`config.mk`:
```
export PLATFORM = sky130hd
export DESIGN_NAME = updown_seq_decoder
export DESIGN_NICKNAME = d
export VERILOG_FILES = /design/src/rtl/updown_seq_decoder.sv
export SDC_FILE = /design/constraint.sdc
export NUM_CORES = 1
export LEC_CHECK = 0
export BUFFER_PORTS_ARGS = -buffer_cell sky130_fd_sc_hd__buf_2
export CORE_UTILIZATION = 55
export CTS_CLUSTER_DIAMETER = 40
export DETAILED_ROUTE_END_ITERATION = 12
export PLACE_DENSITY_LB_ADDON = 0.2
export SYNTH_ARGS = -nofsm -noshare
export SYNTH_HDL_FRONTEND = slang
export SYNTH_SLANG_ARGS = --single-unit
```
`constraint.sdc`:
```
create_clock -name clk -period 2.69 [get_ports clk]
set_input_delay 0 -clock clk [delete_from_list [all_inputs] [get_ports clk]]
set_output_delay 0 -clock clk [all_outputs]
set_load 0.005 [all_outputs]
```
`src/rtl/updown_seq_decoder.sv`:
```
// updown_seq_decoder: recovers count direction from an observed up/down counter.
//
// Each cycle the sample q_in is compared with the previous sample. The step
// (q_in - prev) mod 2^WIDTH is classified as UP (+1), DOWN (-1), HOLD (0) or
// JUMP (anything else), so wrap-around counts as a legal step. After LOCK_CNT
// consecutive same-direction steps the block locks and then reports holds,
// legal reversals and illegal jumps. It also keeps a saturating error tally.
//
// Ports:
//   clk      in   rising-edge clock
//   rst      in   synchronous active-low reset
//   q_in     in   [WIDTH-1:0] observed count value
//   dir      out  recovered direction (1 = up), meaningful while locked
//   locked   out  direction lock established
//   hold     out  current sample equals previous sample
//   dir_chg  out  one-cycle pulse on a legal reversal while locked
//   err      out  one-cycle pulse on an illegal jump
//   err_cnt  out  [7:0] saturating count of err pulses
module updown_seq_decoder #(
  parameter int unsigned WIDTH    = 3,
  parameter int unsigned LOCK_CNT = 4
) (
  input  logic             clk,
  input  logic             rst,
  input  logic [WIDTH-1:0] q_in,
  output logic             dir,
  output logic             locked,
  output logic             hold,
  output logic             dir_chg,
  output logic             err,
  output logic [7:0]       err_cnt
);

  localparam int unsigned RUN_W = 4;
  localparam int unsigned CNT_W = 8;

  localparam logic [WIDTH-1:0] D_UP     = WIDTH'(1);
  localparam logic [WIDTH-1:0] D_DOWN   = '1;
  localparam logic [WIDTH-1:0] D_HOLD   = '0;
  localparam logic [RUN_W-1:0] LOCK_RUN = RUN_W'(LOCK_CNT);
  localparam logic [CNT_W-1:0] CNT_MAX  = '1;

  typedef enum logic [1:0] {
    ST_FIRST = 2'd0,
    ST_ACQ   = 2'd1,
    ST_LOCK  = 2'd2
  } state_t;

  state_t           state;
  logic [WIDTH-1:0] prev;
  logic [RUN_W-1:0] run;
  logic             run_dir;

  // Step classification of the current sample against the previous one.
  logic [WIDTH-1:0] delta_c;
  logic             step_up_c;
  logic             step_dn_c;
  logic             is_step_c;
  logic             is_hold_c;
  logic             is_jump_c;
  logic [RUN_W-1:0] run_nxt_c;

  always_comb begin
    delta_c   = q_in - prev;
    step_up_c = (delta_c == D_UP);
    step_dn_c = (delta_c == D_DOWN);
    is_step_c = step_up_c | step_dn_c;
    is_hold_c = (delta_c == D_HOLD);
    is_jump_c = ~(is_step_c | is_hold_c);
    // Extend the run on a matching step (or a fresh run); restart at 1 on a reversal.
    if ((run == '0) || (step_up_c == run_dir)) begin
      run_nxt_c = run + RUN_W'(1);
    end else begin
      run_nxt_c = RUN_W'(1);
    end
  end

  // Acquisition / lock FSM with registered outputs.
  always_ff @(posedge clk) begin
    if (!rst) begin
      state   <= ST_FIRST;
      prev    <= '0;
      run     <= '0;
      run_dir <= 1'b0;
      dir     <= 1'b0;
      locked  <= 1'b0;
      hold    <= 1'b0;
      dir_chg <= 1'b0;
      err     <= 1'b0;
      err_cnt <= '0;
    end else begin
      prev    <= q_in;
      hold    <= 1'b0;
      dir_chg <= 1'b0;
      err     <= 1'b0;

      // The first sample after reset is never classified, so it cannot count as an error.
      if ((state != ST_FIRST) && is_jump_c && (err_cnt != CNT_MAX)) begin
        err_cnt <= err_cnt + CNT_W'(1);
      end

      case (state)
        ST_FIRST: begin
          state <= ST_ACQ;
        end

        ST_ACQ: begin
          if (is_step_c) begin
            run_dir <= step_up_c;
            if (run_nxt_c == LOCK_RUN) begin
              state  <= ST_LOCK;
              locked <= 1'b1;
              dir    <= step_up_c;
              run    <= '0;
            end else begin
              run <= run_nxt_c;
            end
          end else if (is_hold_c) begin
            hold <= 1'b1;
          end else begin
            run <= '0;
            err <= 1'b1;
          end
        end

        ST_LOCK: begin
          if (is_step_c) begin
            if (step_up_c != dir) begin
              dir     <= step_up_c;
              dir_chg <= 1'b1;
            end
          end else if (is_hold_c) begin
            hold <= 1'b1;
          end else begin
            err    <= 1'b1;
            locked <= 1'b0;
            run    <= '0;
            state  <= ST_ACQ;
          end
        end

        default: begin
          state <= ST_FIRST;
        end
      endcase
    end
  end

endmodule

```
==> impl_results.md, run 1 <==
- Status: completed
- NumNets Final: 180
- Most frequent cell after synthesis: dfxtp_1
- CTS H-Tree Depth: 1
- Synth top area share: 36.3%
- Iteration-0 DRC Markers: 21
- Worst EP required: 2.93 ns
- Horiz. Die Dim: ~50 µm
- Mapped cell area: 1270 µm²
- Worst hold path stage count: 3
- Total vias in the final route: 1049
- Critical path type: in -> reg
- Placeable core region: 2190 µm²
- Type of origin of the critical path: primary input
- Final hold vios: 0
- Worst hold-check slack: 0.0746 ns
- Setup-failing EPs final: 0
- Critical Path AT: between 2 and 3 ns
- M3 GR Usage: under 10%
- Inst Count DP: between 150 and 200
- R2R depth: 7
- Switch share: 28.1%
- Post-synth EDFFs: 0
- Skew final: 0.00503 ns
- Drc violations: 0
- GRT met1 Usage: roughly 28%
- Main synth FF type: dfxtp_1
- Rows: 17
- Max frequency: 390 MHz
- Top post-synthesis cells by count: dfxtp_1 (23), nand2_1 (12), nor2_1 (11)
- Share of layout cells above drive strength 1: 17.6%
- Die height: 50.1 µm
- Max_slew headroom: 73.5%
- Mapped Nets: 156
- RSZ-0062 raised after global routing: false
- Seq pwr share: roughly 55%
- Fin util: between 60% and 70%
- Clk root buf: clkbuf_4
- Total grt overflow: 0
- Mapped Cells: roughly 140
- FFs w/ async S/R, synth: 0%
- Slowest CP cell: dlygate4sd3_1
- Worst Hold Class: in -> reg
- Synthesized area per cell: 8.94 µm²
- Ys Warns: 0
- CTS Sinks: 23
- Starting density of the core: 58.0%
- First-pass GRT wire length: 4.15 mm
- Most Crowded Layer GR: met2
- Die ar.: 2510 µm²
- Count of cell types in the netlist: 39
- Hpwl dp: 1.80 mm
- Post-synthesis register bit count: 23
- Slew @ Worst Pin: 0.396 ns
- Gr usage total: 21.6%
- Clock slew at reported path FFs: 0.12 ns
- Number of global-route vias before repair: 958
- Port bufs: 17
- Setup Fix Bufs, Post-CTS: 0
- Sequential share of the synthesized area: 36.3%
- RD Place Congestion: ~0.84
- CP max FO: 7
- Crit-path cells: dlygate4sd3_1 > buf_2 > inv_1 > ha_1 > fa_1 > xnor3_2 > mux2_2 > and2_0 > or4_1 > a21boi_1
- Top cells by area, synth: dfxtp_1 (36%), ha_1 (7.9%), nor2b_1 (4.9%), xnor2_1 (4.1%), nand2_1 (3.5%)
- Switching power: 186 µW
- Avg WL per Cell: between 10 and 15 µm
- Initial antenna violation count: 0
- Pin count of the biggest net entering global routing: 25
- Clk buf depth: 2
- Layout area overhead: 14.9%
- # IOs: 18
- Post-Layout Cell Count: 193
- TritonCTS clock tree: built
- Setup TNS: 0 ns
- CP max stage delay: 0.53 ns
- Max IR drop VDD: ~310 µV
- Area leader, netlist: dfxtp_1
- Leakage Power: 0.616 nW
- Worst setup EP type: flop
- Final ANT Viol Nets: 0
- Clk pwr share: 23.3%
- Internal: 478 µW
- Diode count: 0
- Drt pass-1 iters: 4
- Vias/cell: 5.44
- FILL cells: 185
- Met2 Use GR: 34.9%
- Latest clock arrival within the worst-skew pair: 0.30 ns
- Tcrit/Tclk final: approximately 95%
- MaxCap Viol Count: 0
- Min Tclk post-route: 2.56 ns
- PD cells: 455 nW/µm²
- Routed WL: 2.40 mm
- Max-slew violations: 0
- Num CTS Buffers: 3
- Comb pwr share: 21.7%
what timing repair did:
item                                   4_1_cts  5_1_grt
endpoints found under the hold margin        3        0
resized for setup                            0        1
setup endpoints to repair                    0        1
hold buffers                                 3        0
flip-flops by register name, indices dropped and copies added, names as in the netlist:
name     cells
hold         1
locked       1
prev         3
dir_chg      1
err          1
err_cnt      8
run_dir      1
run          4
state        2
dir          1
power by group through the flow:
stage	Sequential, mW	Combinational (mW)	Clock [mW]
2_1_floorplan	0.371	0.101	0
3_3_place_gp	0.372	0.133	0
3_5_place_dp	0.373	0.138	0
4_1_cts	0.366	0.142	0.159
5_1_grt	0.369	0.163	0.171
6_report	0.366	0.144	0.155
worst max-delay path: cells and delay by family:
kind	cells	cell delay [ns]
xor+xnor	1	0.32
fa+ha+maj	2	0.56
compound gates	1	0.15
mux	1	0.42
simple gates	2	0.70
buf+inv	3	0.66
cell usage in the layout (no fill, tap or decap), drive strengths merged, types with 4 or more instances in the layout:
cell type   n
a21boi      5
and2        9
buf        19
clkbuf      4
dfxtp      23
ha          8
inv         8
nand2      12
nand3       5
nand4       5
nor2       11
nor2b      10
o211ai      4
xnor2       6
xor2        4
per-stage QoR:
step	setup slack, ns	instance area [µm²]	total power [mW]
2_1_floorplan	0.251	1270	0.472
3_3_place_gp	0.240	1390	0.505
3_5_place_dp	0.176	1390	0.510
4_1_cts	0.112	1450	0.666
5_1_grt	0.000984	1460	0.702
6_report	0.127	1460	0.664
cell families after synthesis:
family | share of synthesized area [%]
xor+xnor | 8.77
mux | 2.76
compound gates | 13.0
simple gates | 26.5
buf+inv | 3.25
fa+ha+maj | 9.46
flops | 36.3
per-layer routing:
metal / vias up / wire length, µm
met5: - / 0
met4: 0 / 37
met3: 4 / 77
met2: 24 / 1150
met1: 483 / 1130
li1: 538 / -
cell type report:
type                            count  area [µm²]  area share [%]
Multi-Input combinational cell    108         777            53.3
Sequential cell                    23         460            31.6
Timing Repair Buffer               22         130            8.92
Tap cell                           28        35.0            2.40
Inverter                            8        30.0            2.06
Clock buffer                        4        26.3            1.80
final timing paths:
check / startpoint / endpoint / slack [ns]
max reg2reg: prev[0] / state[0] / 0.19
min reg2reg: locked / locked / 0.52
max: q_in[0] / state[0] / 0.13
min: rst / run[3] / 0.07
Power figures use the tool's default switching activity.
==> run 2: changes to the inputs <==
CORE_ASPECT_RATIO = 1.25   (was default)
==> impl_results.md, run 2 (synthesis gave the netlist of run 1 again) <==
- PD cells: 458 nW/µm²
- Largest Register: err_cnt
- Number of global-route vias before repair: 994
- Layout area overhead: 16.6%
- Tcrit/Tclk final: 95.5%
- CTS H-Tree Depth: 1
- Starting density of the core: 58.1%
- Routed met1 length: approximately 1.0 mm
- Most frequent cells in the layout: dfxtp_1 (23), buf_2 (17), nand2_1 (12)
- Clk buf depth: 2
- CP Buf/Inv Count: 3
- Clk root buf: clkbuf_4
- Rows: 19
- Slowest CP cell: dlygate4sd3_1
- Crit-path cells: dlygate4sd3_1 > buf_2 > inv_1 > ha_1 > fa_1 > nor2b_1 > and2_4 > mux2i_4 > a31oi_2 > or4_1 > a21boi_1
- Max IR drop VDD: around 290 µV
- Number of flip-flops in the largest register: 8
- WL met3: 69 µm
- Port bufs: 17
- CP top delay family: simple AND/OR/NAND/NOR gates
- Sequential Area: 460 µm²
- Setup-failing EPs final: 0
- Pin count of the biggest net entering global routing: 25
- Max frequency: 389 MHz
- PnR Total Power: around 680 µW
- Max-slew violations: 0
- Vias/cell: 5.46
- RD Place Congestion: 0.831
- Min Tclk post-route: approximately 2.6 ns
- Drc violations: 0
- Gr usage total: between 20% and 30%
- Inst Count DP: 189
- Status: completed
- Slew @ Worst Pin: 0.449 ns
- Horiz. Die Dim: 45.0 µm
- # IOs: 18
- Clock slew at reported path FFs: 0.12 ns
- Largest regs: err_cnt: 8 flops, run: 4 flops, prev: 3 flops
- Final ANT Viol Nets: 0
- Worst hold-check slack: around 0.07 ns
- Worst Hold Class: in -> reg
- Critical path type: in -> reg
- Avg WL per Cell: 12.7 µm
- CP max stage delay: 0.52 ns
- Die height: 55.7 µm
- Routed WL: 2.51 mm
- Multi-input logic area: approximately 790 µm²
- Type of origin of the critical path: primary input
- Hpwl dp: 1.86 mm
- Worst EP required: about 3 ns
- Die ar.: 2510 µm²
- Placeable core region: 2190 µm²
- Share of layout cells above drive strength 1: a little under a fifth
- Num CTS Buffers: 3
- CP max FO: 4
- Most common cell after layout, fill and taps aside: dfxtp_1
- Initial antenna violation count: 0
- Skew final: 0.00423 ns
- Total vias in the final route: roughly 1100
- First-pass GRT wire length: between 4 and 5 mm
- TritonCTS clock tree: built
- Post-Layout Cell Count: approximately 200
- Drt pass-1 iters: 4
- CTS Sinks: 23
- NumNets Final: 181
- Latest clock arrival within the worst-skew pair: 0.31 ns
- Final hold vios: 0
- Placed cell areas: between 1000 and 1500 µm²
- Worst setup EP type: flop
- Met2 routed WL: 1.33 mm
- Top Layer Used: met4
- MaxCap Viol Count: 0
- Iteration-0 DRC Markers: 31
- Leakage Power: 0.625 nW
- Final instance area: 1480 µm²
- Total grt overflow: 0
- Critical Path AT: between 2 and 3 ns
- RSZ-0062 raised after global routing: true
- FILL cells: 201
- Max_slew headroom: 69.8%
- Diode count: 0
==> run 2: changes by cell type in the layout (fill, tap and decap cells not counted), sizes merged <==
cell | before | now
buf | 19 | 20
==> run 2: per-layer routing <==
layer	vias up	track usage, %
met5	-	0
met3	9	2.92
li1	538	-
met2	23	41.0
met4	0	7.79
met1	505	29.5
==> run 2: cell type report <==
| cell class | instances | area share [%] |
|---|---|---|
| Multi-Input combinational cell | 108 | 53.2 |
| Timing Repair Buffer | 23 | 9.30 |
| Clock buffer | 4 | 1.78 |
| Inverter | 8 | 2.03 |
| Sequential cell | 23 | 31.1 |
| Tap cell | 31 | 2.62 |
==> run 2: final timing paths <==
kind / from / endpoint / slack, ns / depth (start not counted)
max: q_in[0] / state[0] / 0.12 / 11
max reg2reg: prev[0] / state[0] / 0.16 / 8
min reg2reg: locked / locked / 0.54 / 2
min: rst / run[3] / 0.07 / 3
==> run 2: worst register-to-register path: cells and delay by family, from the launching register on <==
family / cells / cell delay, ns
compound gates: 2 / 0.31
fa+ha+maj: 2 / 0.69
flops: 1 / 0.32
mux: 1 / 0.26
simple gates: 3 / 0.88
==> run 2: through the flow <==
stage | util [%] | setup WS (ns) | setup TNS [ns]
final | 67.7 | 0.122 | 0
after global routing | 67.7 | -0.0352 | -0.0352
after CTS | 66.5 | 0.0953 | 0
after detailed placement | 63.9 | 0.153 | 0
after global placement | 63.9 | 0.244 | 0
after floorplan | - | 0.251 | 0
==> run 2: repair_timing <==
item / CTS / global route
hold buffers: 3 / 0
hold endpoints to repair: 3 / 0
setup endpoints to repair: 0 / 4
gates resized for setup: 0 / 3
buffers inserted: 0 / 1
==> run 2: power by group <==
group | switching [mW] | leakage [nW] | total, mW | internal [mW]
clock | 0.102 | 0.0150 | 0.160 | 0.0579
sequential | 0.0115 | 0.187 | 0.365 | 0.354
combinational | 0.0816 | 0.423 | 0.153 | 0.0716
total | 0.195 | 0.625 | 0.678 | 0.483
==> run 3: changes to the inputs <==
==> constraint.sdc (replaced) <==
create_clock -name clk -period 2.95 [get_ports clk]
set_input_delay 0.1475 -clock clk [delete_from_list [all_inputs] [get_ports clk]]
set_output_delay 0.1475 -clock clk [all_outputs]
set_load 0.005 [all_outputs]
==> impl_results.md, run 3 (synthesis gave the netlist of run 1 again) <==
- Status: completed
- Type of origin of the critical path: flop
- NumNets Final: about 180
- Setup Fix Bufs, Post-CTS: 0
- Gr usage total: 22.7%
- Die height: 55.7 µm
- CP max FO: 7
- Worst setup endpoint: state[0]
- Setup-failing EPs final: 0
- Number of flip-flops in the largest register: 8
- Routed WL: between 2 and 2.5 mm
- Critical path type: reg -> reg
- Max IR drop VDD: 283 µV
- Worst reg2reg path endpoint: state[0]
- Hpwl dp: 1.84 mm
- Largest regs: err_cnt: 8 flops, run: 4 flops, prev: 3 flops
- FF-to-FF setup slack: 0.31 ns
- CP top delay family: simple AND/OR/NAND/NOR gates
- Critical Path AT: 2.90 ns
- Share of layout cells above drive strength 1: 17.5%
- Drc violations: 0
- CP max stage delay: 0.62 ns
- Iteration-0 DRC Markers: 31
- Cts hold-fix bufs: 0
- Total grt overflow: 0
- Placed cell areas: 1380 µm²
- Max_slew headroom: 74.4%
- Post-cts gate resize count: 0
- Layout area overhead: 11.0%
- R2R depth: 8
- Clk buf depth: 2
- Clk root buf: clkbuf_4
- First-pass GRT wire length: 4.16 mm
- Most common cell after layout, fill and taps aside: dfxtp_1
- Slew @ Worst Pin: 0.383 ns
- Initial antenna violation count: 0
- Tcrit/Tclk final: 89.6%
- Final ANT Viol Nets: 0
- Port bufs: 17
- Final hold vios: 0
- Final instance area: 1410 µm²
- CP Buf/Inv Count: 0
- Drt pass-1 iters: 4
- Critical path depth: 8
- Slowest CP cell: fa_1
- Max-slew violations: 0
- Diode count: 0
- Total vias in the final route: slightly above 1000
- Avg WL per Cell: around 13 µm
- Latest clock arrival within the worst-skew pair: 0.32 ns
- Die ar.: 2510 µm²
- Min Tclk post-route: 2.64 ns
- Most frequent cells in the layout: dfxtp_1 (23), buf_2 (17), nand2_1 (12)
- Worst Hold Class: in -> reg
- RD Place Congestion: 0.844
- Placeable core region: 2190 µm²
- Worst Setup SP: prev[0]
- Vias/cell: around 5.4
- Final worst slack: 0.306 ns
- Leakage Power: 0.595 nW
- Worst setup EP type: flop
- Horiz. Die Dim: between 40 and 50 µm
- MaxCap Viol Count: 0
- Setup TNS: 0 ns
- Rows: 19
- Worst EP required: 3.21 ns
- CTS H-Tree Depth: 1
- PD cells: about 430 nW/µm²
- Number of global-route vias before repair: between 900 and 1000
- Largest Register: err_cnt
- Skew final: approximately 0.0022 ns
- Max frequency: 378 MHz
- RSZ-0062 raised after global routing: false
- Clock slew at reported path FFs: 0.12 ns
- # IOs: 18
- CTS Sinks: 23
- Pin count of the biggest net entering global routing: 25
- Pre-CTS setup slack: 0.324 ns
- PnR Total Power: 602 µW
- Crit-path cells: ha_1 > fa_1 > nor2b_1 > and2_4 > mux2i_2 > a31oi_1 > or4_1 > a21boi_1
- Reg-to-reg critical path startpoint: prev[0]
- Num CTS Buffers: 3
- TritonCTS clock tree: built
- Starting density of the core: 58.1%
-- run 3: worst min-delay path by stage --
stage / startpoint / endpoint / slack, ns / cells after the start
2_1_floorplan: q_in[1] / prev[1] / 0.27 / 1
3_3_place_gp: q_in[1] / prev[1] / 0.37 / 2
3_5_place_dp: q_in[1] / prev[1] / 0.37 / 2
4_1_cts: q_in[1] / prev[1] / 0.04 / 2
5_1_grt: q_in[1] / prev[1] / 0.03 / 2
6_report: q_in[1] / prev[1] / 0.04 / 2
-- run 3: area by class of cell --
cell class / instances / area [µm²]
clock buffers: 3 / 22.5
clock inverters: 1 / 5.00
fillers: 204 / 777
inverters: 8 / 30.0
multi-input cells: 108 / 768
flip-flops and latches: 23 / 460
well taps: 31 / 38.8
repair buffers: 17 / 85.1
-- run 3: metrics by stage --
stage | instances | hold WS (ns) | utilization, %
after global placement | 187 | 0.371 | 63.2
final | 191 | 0.0429 | 64.5
after floorplan | 142 | 0.269 | -
after global routing | 191 | 0.0317 | 64.5
after detailed placement | 187 | 0.373 | 63.2
after CTS | 191 | 0.0394 | 64.5
-- run 3: report_power, final --
group / switching [mW] / internal, mW
Combinational: 0.0691 / 0.0525
Sequential: 0.0103 / 0.323
Clock: 0.0966 / 0.0508
-- run 3: routing by layer --
| layer | vias up | share of wire [%] | track usage [%] |
|---|---|---|---|
| met5 | - | 0 | 0 |
| met4 | 0 | 2.6 | 10.4 |
| met3 | 7 | 3.2 | 3.90 |
| met2 | 27 | 52 | 40.2 |
| met1 | 473 | 42 | 25.1 |
| li1 | 529 | - | - |
